===== config.mk =====
export PLATFORM = sky130hd
export DESIGN_NAME = sine_meas
export DESIGN_NICKNAME = d
export VERILOG_FILES = /design/src/rtl/sine_meas.sv
export SDC_FILE = /design/constraint.sdc
export NUM_CORES = 1
export LEC_CHECK = 0
export CAP_MARGIN = 10
export CORE_AREA = 2 2 165 167
export DETAILED_ROUTE_END_ITERATION = 10
export DIE_AREA = 0 0 167 169
export PLACE_DENSITY = 0.71
export SYNTH_ARGS = -nofsm -noshare
export SYNTH_HDL_FRONTEND = slang
export SYNTH_SLANG_ARGS = --single-unit

===== constraint.sdc =====
create_clock -name clk -period 4.3 [get_ports clk]
set_clock_uncertainty 0.15 [all_clocks]
set_input_delay 0.86 -clock clk [delete_from_list [all_inputs] [get_ports clk]]
set_output_delay 0.86 -clock clk [all_outputs]
set_load 0.005 [all_outputs]

===== src/rtl/sine_meas.sv =====
// sine_meas: peak / peak-to-peak / period measurement on the sine FIR output.
// Uses rising zero crossings with a negative hysteresis arm to span NCYC
// full periods. Results are held until the next measurement or reset.
module sine_meas #(
   parameter int NCYC  = 8,
   parameter int HYST  = 1024,
   parameter int TO_W  = 20,
   parameter int CNT_W = 24
) (
   input  logic                    clk,
   input  logic                    reset,
   input  logic signed [17:0]      y_in,
   input  logic                    start,
   output logic                    busy,
   output logic                    meas_valid,
   output logic                    timeout,
   output logic signed [17:0]      peak_pos,
   output logic signed [17:0]      peak_neg,
   output logic signed [18:0]      amp_pp,
   output logic [CNT_W-1:0]        cycles_sum
);

   typedef enum logic [1:0] {IDLE, ARM, MEASURE} state_t;

   localparam int                 XC_W     = $clog2(NCYC + 1);
   localparam logic signed [17:0] NEG_HYST = 18'(-HYST);

   // Widened subtraction so full-scale extremes cannot wrap
   function automatic logic signed [18:0] pp_diff(input logic signed [17:0] hi,
                                                  input logic signed [17:0] lo);
      return {hi[17], hi} - {lo[17], lo};
   endfunction

   // Counter increment that sticks at all-ones
   function automatic logic [CNT_W-1:0] sat_inc(input logic [CNT_W-1:0] v);
      return (&v) ? v : v + CNT_W'(1);
   endfunction

   function automatic logic signed [17:0] smax(input logic signed [17:0] a,
                                               input logic signed [17:0] b);
      return (a > b) ? a : b;
   endfunction

   function automatic logic signed [17:0] smin(input logic signed [17:0] a,
                                               input logic signed [17:0] b);
      return (a < b) ? a : b;
   endfunction

   state_t                   state_q;
   logic signed [17:0]       y_q;
   logic                     arm_q;
   logic [TO_W-1:0]          to_q;
   logic [TO_W-1:0]          to_d;
   logic [CNT_W-1:0]         cyc_q;
   logic [CNT_W-1:0]         cyc_d;
   logic [XC_W-1:0]          xcnt_q;
   logic signed [17:0]       trk_pos_q, trk_neg_q;
   logic signed [17:0]       trk_pos_d, trk_neg_d;
   logic                     mv_q, tout_q;
   logic signed [17:0]       res_pos_q, res_neg_q;
   logic signed [18:0]       res_amp_q;
   logic [CNT_W-1:0]         res_cyc_q;
   logic                     crossing, to_hit, last_x, below;

   assign busy       = (state_q != IDLE);
   assign meas_valid = mv_q;
   assign timeout    = tout_q;
   assign peak_pos   = res_pos_q;
   assign peak_neg   = res_neg_q;
   assign amp_pp     = res_amp_q;
   assign cycles_sum = res_cyc_q;

   assign below     = (y_q < NEG_HYST);
   assign crossing  = busy && arm_q && !y_q[17];
   assign to_d      = to_q + TO_W'(1);
   assign to_hit    = (to_d == {TO_W{1'b1}});
   assign cyc_d     = sat_inc(cyc_q);
   assign last_x    = (xcnt_q == XC_W'(NCYC - 1));
   assign trk_pos_d = smax(trk_pos_q, y_q);
   assign trk_neg_d = smin(trk_neg_q, y_q);

   // Register the filter output; all detection runs on y_q
   always_ff @(posedge clk) begin
      y_q <= y_in;
   end

   // Peak trackers: seeded on the first crossing, then follow y_q while measuring
   always_ff @(posedge clk) begin
      if (state_q == ARM && crossing) begin
         trk_pos_q <= y_q;
         trk_neg_q <= y_q;
      end else if (state_q == MEASURE) begin
         trk_pos_q <= trk_pos_d;
         trk_neg_q <= trk_neg_d;
      end
   end

   // Measurement FSM with arm flag, timeout, counters and held results
   always_ff @(posedge clk) begin
      if (reset) begin
         state_q   <= IDLE;
         arm_q     <= 1'b0;
         to_q      <= '0;
         cyc_q     <= '0;
         xcnt_q    <= '0;
         mv_q      <= 1'b0;
         tout_q    <= 1'b0;
         res_pos_q <= '0;
         res_neg_q <= '0;
         res_amp_q <= '0;
         res_cyc_q <= '0;
      end else begin
         mv_q <= 1'b0;
         case (state_q)
            IDLE: begin
               // a start coinciding with the result pulse is dropped
               if (start && !mv_q) begin
                  state_q <= ARM;
                  arm_q   <= 1'b0;
                  to_q    <= '0;
               end
            end
            ARM: begin
               if (crossing) begin
                  state_q <= MEASURE;
                  arm_q   <= 1'b0;
                  to_q    <= '0;
                  cyc_q   <= '0;
                  xcnt_q  <= '0;
               end else begin
                  if (below) arm_q <= 1'b1;
                  if (to_hit) begin
                     state_q   <= IDLE;
                     mv_q      <= 1'b1;
                     tout_q    <= 1'b1;
                     res_pos_q <= '0;
                     res_neg_q <= '0;
                     res_amp_q <= '0;
                     res_cyc_q <= '0;
                  end else begin
                     to_q <= to_d;
                  end
               end
            end
            MEASURE: begin
               cyc_q <= cyc_d;
               if (crossing) begin
                  arm_q  <= 1'b0;
                  to_q   <= '0;
                  xcnt_q <= xcnt_q + XC_W'(1);
                  if (last_x) begin
                     // cyc_q lags the crossing distance by one, hence cyc_d
                     state_q   <= IDLE;
                     mv_q      <= 1'b1;
                     tout_q    <= 1'b0;
                     res_pos_q <= trk_pos_d;
                     res_neg_q <= trk_neg_d;
                     res_amp_q <= pp_diff(trk_pos_d, trk_neg_d);
                     res_cyc_q <= cyc_d;
                  end
               end else begin
                  if (below) arm_q <= 1'b1;
                  if (to_hit) begin
                     state_q   <= IDLE;
                     mv_q      <= 1'b1;
                     tout_q    <= 1'b1;
                     res_pos_q <= trk_pos_d;
                     res_neg_q <= trk_neg_d;
                     res_amp_q <= pp_diff(trk_pos_d, trk_neg_d);
                     res_cyc_q <= '0;
                  end else begin
                     to_q <= to_d;
                  end
               end
            end
            default: state_q <= IDLE;
         endcase
      end
   end

endmodule


# After elaboration in Yosys (flattened, before gate mapping)
# Index checks and enable logic that the tools add are counted.
totals:
  wordCells: 111
  input_bits: 21
  out_inout_bits: 82
  ff_bits: 186
classes:
  muxes: 57
  eq_ne: 13
  reduce_logical: 20
  addsub: 4
  magnitude_cmp: 3
ops:
  columns: ["cell", "count"]
  rows:
  - ["18-bit two-way mux", 14]
  - ["24-bit two-way mux", 6]
  - ["24-bit one-hot mux with 2 select lines", 2]
  - ["19-bit two-way mux", 5]
  - ["18-bit one-hot mux with 2 select lines", 2]
  - ["20-bit two-way mux", 3]
  - ["20-bit one-hot mux with 2 select lines", 1]
  - ["19-bit one-hot mux with 2 select lines", 1]
  - ["24-bit by 1-bit adder with 24-bit output (second input constant)", 1]
  - ["24-bit AND reduction", 1]
  - ["20-bit by 1-bit adder with 20-bit output (second input constant)", 1]
  - ["20-bit == test (second input constant)", 1]
  - ["18-bit by 18-bit subtractor with 19-bit output", 1]
  - ["18-bit > comparator", 1]
  - ["18-bit by 11-bit less-than comparator with 1-bit output (second input constant)", 1]
  - ["18-bit less-than comparator", 1]
  - ["3-bit AND reduction", 4]
  - ["1-bit two-way mux", 11]
  - ["2-bit two-way mux", 5]
  - ["2-bit inequality test (second input constant)", 5]
  - ["3-bit inequality test (second input constant)", 3]
  - ["4-bit two-way mux", 2]
  - ["4-bit one-hot mux with 2 select lines", 1]
  - ["2-bit nonzero test", 4]
  - ["other kinds (13)", 20]

# Longest topological paths before layout
depth:
  ltp_word: 6
  ltp_mapped: 23
  ltp_nobuf: 19

# Least setup slack after synthesis
# Ideal clock, no wire load.
synth_path:
  path_kind: "register -> register"
  startpoint: "reg y_q[2]"
  endpoint: "reg res_amp_q[18] (netlist: amp_pp[18])"
  path_buffers: 4
  arrival_time_ns: 4.338
  path_slack_ns: -0.258
  t_required_ns: 4.080
  stages_incl_launch_ff: 22
  period_less_slack_ns: 4.558
  setup_time_ns: 0.070
  cell_sequence: "dfxtp_1 clkbuf_1 inv_1 ha_1 nand4_1 nor4_4 a211oi_2 o221ai_2 nor2_1 buf_6 clkbuf_1 clkbuf_1 nand2_1 o21ai_0 ha_1 a31o_1 a311o_1 o221ai_2 o31a_2 a21oi_1 or3_1 a21oi_1"
synth_via:
  elab_chain_cells: 6
  word_cells_on_any_way: 9
  classes_between: "add/sub (1); order compare (2); mux (6)"
synth_rtl:
  columns: ["element", "line", "text"]
  rows:
  - ["from (decl)", "50", "logic signed [17:0] y_q;"]
  - ["from (signal assigned)", "84", "y_q <= y_in;"]
  - ["18-bit > comparator / 18-bit less-than comparator (equally long branches)", "41, 46", null]
  - ["18-bit two-way mux, on equally long branches", "41, 46", null]
  - ["18-bit by 18-bit subtractor with 19-bit output (*)", "31", "return {hi[17], hi} - {lo[17], lo};"]
  - ["19-bit two-way mux, on equally long branches", "163, 151", null]
  - ["19-bit two-way mux (*)", "147", "if (crossing) begin"]
  - ["19-bit one-hot mux with 2 select lines (*)", "114", "case (state_q)"]
  - ["to (signal assigned)", "158", "res_amp_q <= pp_diff(trk_pos_d, trk_neg_d);"]
  - ["to (signal assigned)", "169", "res_amp_q <= pp_diff(trk_pos_d, trk_neg_d);"]
  - ["to (decl)", "61", "logic signed [18:0] res_amp_q;"]
# Every way passes the cells marked *; elsewhere a longest branch is shown, timed or not. The select of a mux whose other input is x is not followed.
# A chain may end at the register's enable or synchronous reset.

# Worst setup path in the final report
layout_path:
  startpoint: "reg trk_neg_q[12]"
  endpoint: "reg res_amp_q[18] (netlist: amp_pp[18])"
layout_via:
  elab_chain_cells: 6
  word_cells_on_any_way: 7
  classes_between: "add/sub (1); order compare (1); mux (5)"
layout_rtl:
  columns: ["element", "line", "text"]
  rows:
  - ["from (decl)", "57", "logic signed [17:0] trk_pos_q, trk_neg_q;"]
  - ["from (signal assigned)", "91", "trk_neg_q <= y_q;"]
  - ["from (signal assigned)", "94", "trk_neg_q <= trk_neg_d;"]
  - ["18-bit less-than comparator", "46", "return (a < b) ? a : b;"]
  - ["18-bit two-way mux (*)", "46", null]
  - ["18-bit by 18-bit subtractor with 19-bit output (*)", "31", null]
  - ["19-bit two-way mux, on equally long branches", "163, 151", null]
  - ["19-bit two-way mux (*)", "147", null]
  - ["19-bit one-hot mux with 2 select lines (*)", "114", null]
# Marked as above.

==> metrics.yaml <==
run_status:
  status: "complete, but fails checks"
  violations_in_the_final_reports: "setup timing"
clock_tree:
  clockBufferDepth: 2
  cts_buffers: 17
  clock_transition_at_the_registers_of_the_reported_paths_ns: 0.08
  ctsRootBufferMaster: "sky130_fd_sc_hd__clkbuf_16"
  tritoncts: "yes"
  htree_num_levels: 4
  clk-insertion-delay-late_ns: 0.45
  clock_sink_count: 186
global_route:
  vias_in_the_first_global_route: 9559
  grt_first_pass_wirelength_mm: 49.35
  globalRouteOverflowTotal: 0
  global_route.usage.total_pct: 21.50
  antenna_found_initial: 0
  grt_max_degree: 92
route:
  dr.first_iter.drc_count: 892
  number_of_remaining_drc_errors: 0
  avgRoutedWirePerCell_um: 17.67
  detail_route.wirelength_mm: 31.92
  dr_total_vias: 10210
  vias_per_cell: 5.650
  number_of_nets_with_antenna_violations_after_detailed_routing: 0
  dr.pass1.iters: 5
floorplan:
  core-area_um2: 26500
  die_area_um2: 28220
  floorplan.initialDensity_pct: 39.21
  die_x_um: 167
  die_h_um: 169
  core.rowCount: 60
  io_pins: 103
timing:
  worst_slew_margin_rel_pct: 38.92
  finalCritPeriodShare_pct: 100.0
  maxClockFrequency_ghz: 0.2326
  worst-slew-pin-transition_ns: 0.9113
  setup-tns-final_ns: -0.00002220
  final_critical_path_setup_slack_ns: -0.00002220
  finalCriticalPeriod_ns: 4.300
  hold_violations: 0
  grt_setup_unrepaired: "true"
  setup_viol_count_final: 1
  timing_max_transition_violations_final: 0
logic_synthesis:
  synth_top_flop_cell: "sky130_fd_sc_hd__dfxtp_1"
  syn-num-nets: 1338
  yosysWarningCount: 0
  synth_edf_count: 36
  synth_top_area_share_pct: 28.90
  ys_seq_elements: 186
  synthDistinctLibCells: 83
  synth-async-reset-ratio_pct: 0
  postSynthCellCount: 1259
  yosys-top-cells-area: "sky130_fd_sc_hd__dfxtp_1, sky130_fd_sc_hd__edfxtp_1, sky130_fd_sc_hd__a21oi_1"
  synth.yosys.seq_area_share_pct: 39.30
  synthesis.area_per_instance_um2: 8.254
  post-synth-top-area-cell: "sky130_fd_sc_hd__dfxtp_1"
  syn-cell-area_um2: 10390
finish:
  area.growth.synth_to_final_pct: 33.14
  final_layout_size_suffix_gt1_share_pct: 19.71
  most_frequent_cells_in_the_layout: "sky130_fd_sc_hd__nor2_1, sky130_fd_sc_hd__dfxtp_1, sky130_fd_sc_hd__a21oi_1"
  final_cell_area_um2: 13830
  layout.cells.most_common: "sky130_fd_sc_hd__nor2_1"
  antenna_cells_inserted: 0
  final_net_count: 1532
place:
  globalplace.congestion: 0.9407
  io_buffers: 102
  hpwlAfterDp_mm: 22.24
  detailed_place.area_um2: 12540
critical_path:
  worst_ep_required_time_ns: 4.52
  crit_path_dat_ns: 4.52
  worst_setup_path_end_kind: "flip-flop"
  setup.worst_path.class: "flip-flop to flip-flop"
  worstSetupStartpointType: "flip-flop"
  max_stage_delay_ns: 0.45
  critical_path.slowest_cell: "sky130_fd_sc_hd__edfxtp_1"
  crit_path_frequent_cell: "sky130_fd_sc_hd__buf_4"
  timing.critical_path.cells: "ha_4 > buf_4 > nand4_1 > a21o_1 > a21oi_2 > buf_4 > o211ai_2 > buf_4 > o2111ai_1 > o31ai_1 > a221oi_2 > inv_1 > ha_4 > a21oi_4 > a221oi_4 > o221ai_2 > o31a_2 > a21oi_1 > or3_1 > a21oi_1"
  worst-path-max-fanout: 4
job:
  max_cap_viol_count: 0
min_path:
  hold_path.class: "flip-flop to flip-flop"
pwr:
  power_per_cell_area_nw_per_um2: 314.0
  p_leak_uw: 0.005222
  worst_ir_drop_vdd_v: 0.0002232
[per-layer routing]
metal	track usage [%]	share of wire, %	vias up
met5	0	0	-
met1	28.88	44	4874
li1	-	-	4896
met4	6.559	2.9	0
met3	3.905	6.5	72
met2	35.28	47	368
[cell families (layout without fill, tap and decap cells)]
group,count (synthesis),count (layout),synth area share [%]
AND/OR/NAND/NOR,487,487,22.52
AO/OA/AOI/OAI,365,365,22.49
flip-flops,186,186,39.30
buffers and inverters,109,316,4.034
adder cells (fa/ha/maj),60,60,7.176
XOR/XNOR,46,46,3.877
multiplexers,6,6,0.6020
[power breakdown]
part | switching (uW) | internal (uW)
logic | 462 | 386
clock network | 873 | 819
registers | 11.9 | 1790
[final timing paths]
| path | from | to | cells past startpoint | slack (ns) |
|---|---|---|---|---|
| worst max-delay path | trk_neg_q[12] | amp_pp[18] | 20 | -0.00002 |
| worst min-delay path | peak_neg[5] | peak_neg[5] | 2 | 0.30 |
| worst max register to register | trk_neg_q[12] | amp_pp[18] | 20 | -0.00002 |
| worst min register to register | peak_neg[5] | peak_neg[5] | 2 | 0.30 |
[through the flow]
| step | std cells | hold WS [ns] | util (%) | setup WS [ns] | power, uW |
|---|---|---|---|---|---|
| 2_1_floorplan | 1259 | 0.2775 | - | 0.01828 | 2266 |
| 3_3_place_gp | 1753 | 0.2913 | 47.30 | 0.02662 | 2538 |
| 3_5_place_dp | 1753 | 0.2963 | 47.30 | -0.04212 | 2542 |
| 4_1_cts | 1786 | 0.3072 | 49.79 | 0.002385 | 4225 |
| 5_1_grt | 1807 | 0.3262 | 52.20 | -0.1177 | 4497 |
| 6_report | 1807 | 0.3033 | 52.20 | -0.00002220 | 4344 |
[worst max-delay path, delay by kind of cell (launching register included)]
| kind | cells | cell delay, ns |
|---|---|---|
| AO/OA/AOI/OAI | 12 | 2.04 |
| buffers and inverters | 4 | 0.58 |
| AND/OR/NAND/NOR | 2 | 0.51 |
| adder cells (fa/ha/maj) | 2 | 0.49 |
| flip-flops | 1 | 0.45 |
[layout make-up]
type / count / area [um2]
sequential: 186 / 4089
inverter: 41 / 153.9
tap: 341 / 426.7
multi-input combinational: 964 / 6392
clock inverter: 15 / 201.4
clock buffer: 17 / 425.4
timing repair buffer: 243 / 2146
fill: 2384 / 12670
[registers in the layout, indices dropped and copies added, names as in the netlist]
signal,count
cyc_q,24
peak_pos,18
trk_pos_q,18
trk_neg_q,18
timeout,1
xcnt_q,4
peak_neg,18
meas_valid,1
arm_q,1
amp_pp,19
cycles_sum,24
state_q,2
to_q,20
y_q,18
[timing repair]
action | CTS | global route
setup buffers | 1 | 20
hold buffers | 0 | 0
resized for setup | 11 | 105
endpoints found under the setup margin | 7 | 12
pin swaps | 1 | 40
cloned | 0 | 1
[synth_stat cells (3+ instances only)]
master / instances
sky130_fd_sc_hd__o21a_1: 8
sky130_fd_sc_hd__a211o_1: 4
sky130_fd_sc_hd__or2_2: 3
sky130_fd_sc_hd__xor2_1: 22
sky130_fd_sc_hd__o2111ai_1: 4
sky130_fd_sc_hd__a21o_1: 22
sky130_fd_sc_hd__or4_1: 6
sky130_fd_sc_hd__and3_1: 12
sky130_fd_sc_hd__and4_1: 4
sky130_fd_sc_hd__nor2_1: 186
sky130_fd_sc_hd__o21ai_0: 53
sky130_fd_sc_hd__a211oi_1: 8
sky130_fd_sc_hd__nor3_2: 3
sky130_fd_sc_hd__nand4b_1: 3
sky130_fd_sc_hd__o21ai_1: 11
sky130_fd_sc_hd__edfxtp_1: 36
sky130_fd_sc_hd__nand3b_1: 26
sky130_fd_sc_hd__nand2b_1: 7
sky130_fd_sc_hd__a21oi_1: 158
sky130_fd_sc_hd__inv_1: 41
sky130_fd_sc_hd__clkbuf_1: 53
sky130_fd_sc_hd__ha_1: 58
sky130_fd_sc_hd__a31oi_1: 8
sky130_fd_sc_hd__a221oi_2: 4
sky130_fd_sc_hd__xnor2_1: 24
sky130_fd_sc_hd__nand3_1: 49
sky130_fd_sc_hd__mux2i_1: 4
sky130_fd_sc_hd__buf_1: 12
sky130_fd_sc_hd__o211ai_1: 7
sky130_fd_sc_hd__o31ai_1: 3
sky130_fd_sc_hd__or3_1: 15
sky130_fd_sc_hd__nor3_1: 23
sky130_fd_sc_hd__nand2_1: 109
sky130_fd_sc_hd__nand4_1: 17
sky130_fd_sc_hd__and2_1: 10
sky130_fd_sc_hd__a22oi_1: 37
sky130_fd_sc_hd__dfxtp_1: 150
(Power assumes the default switching activity.)
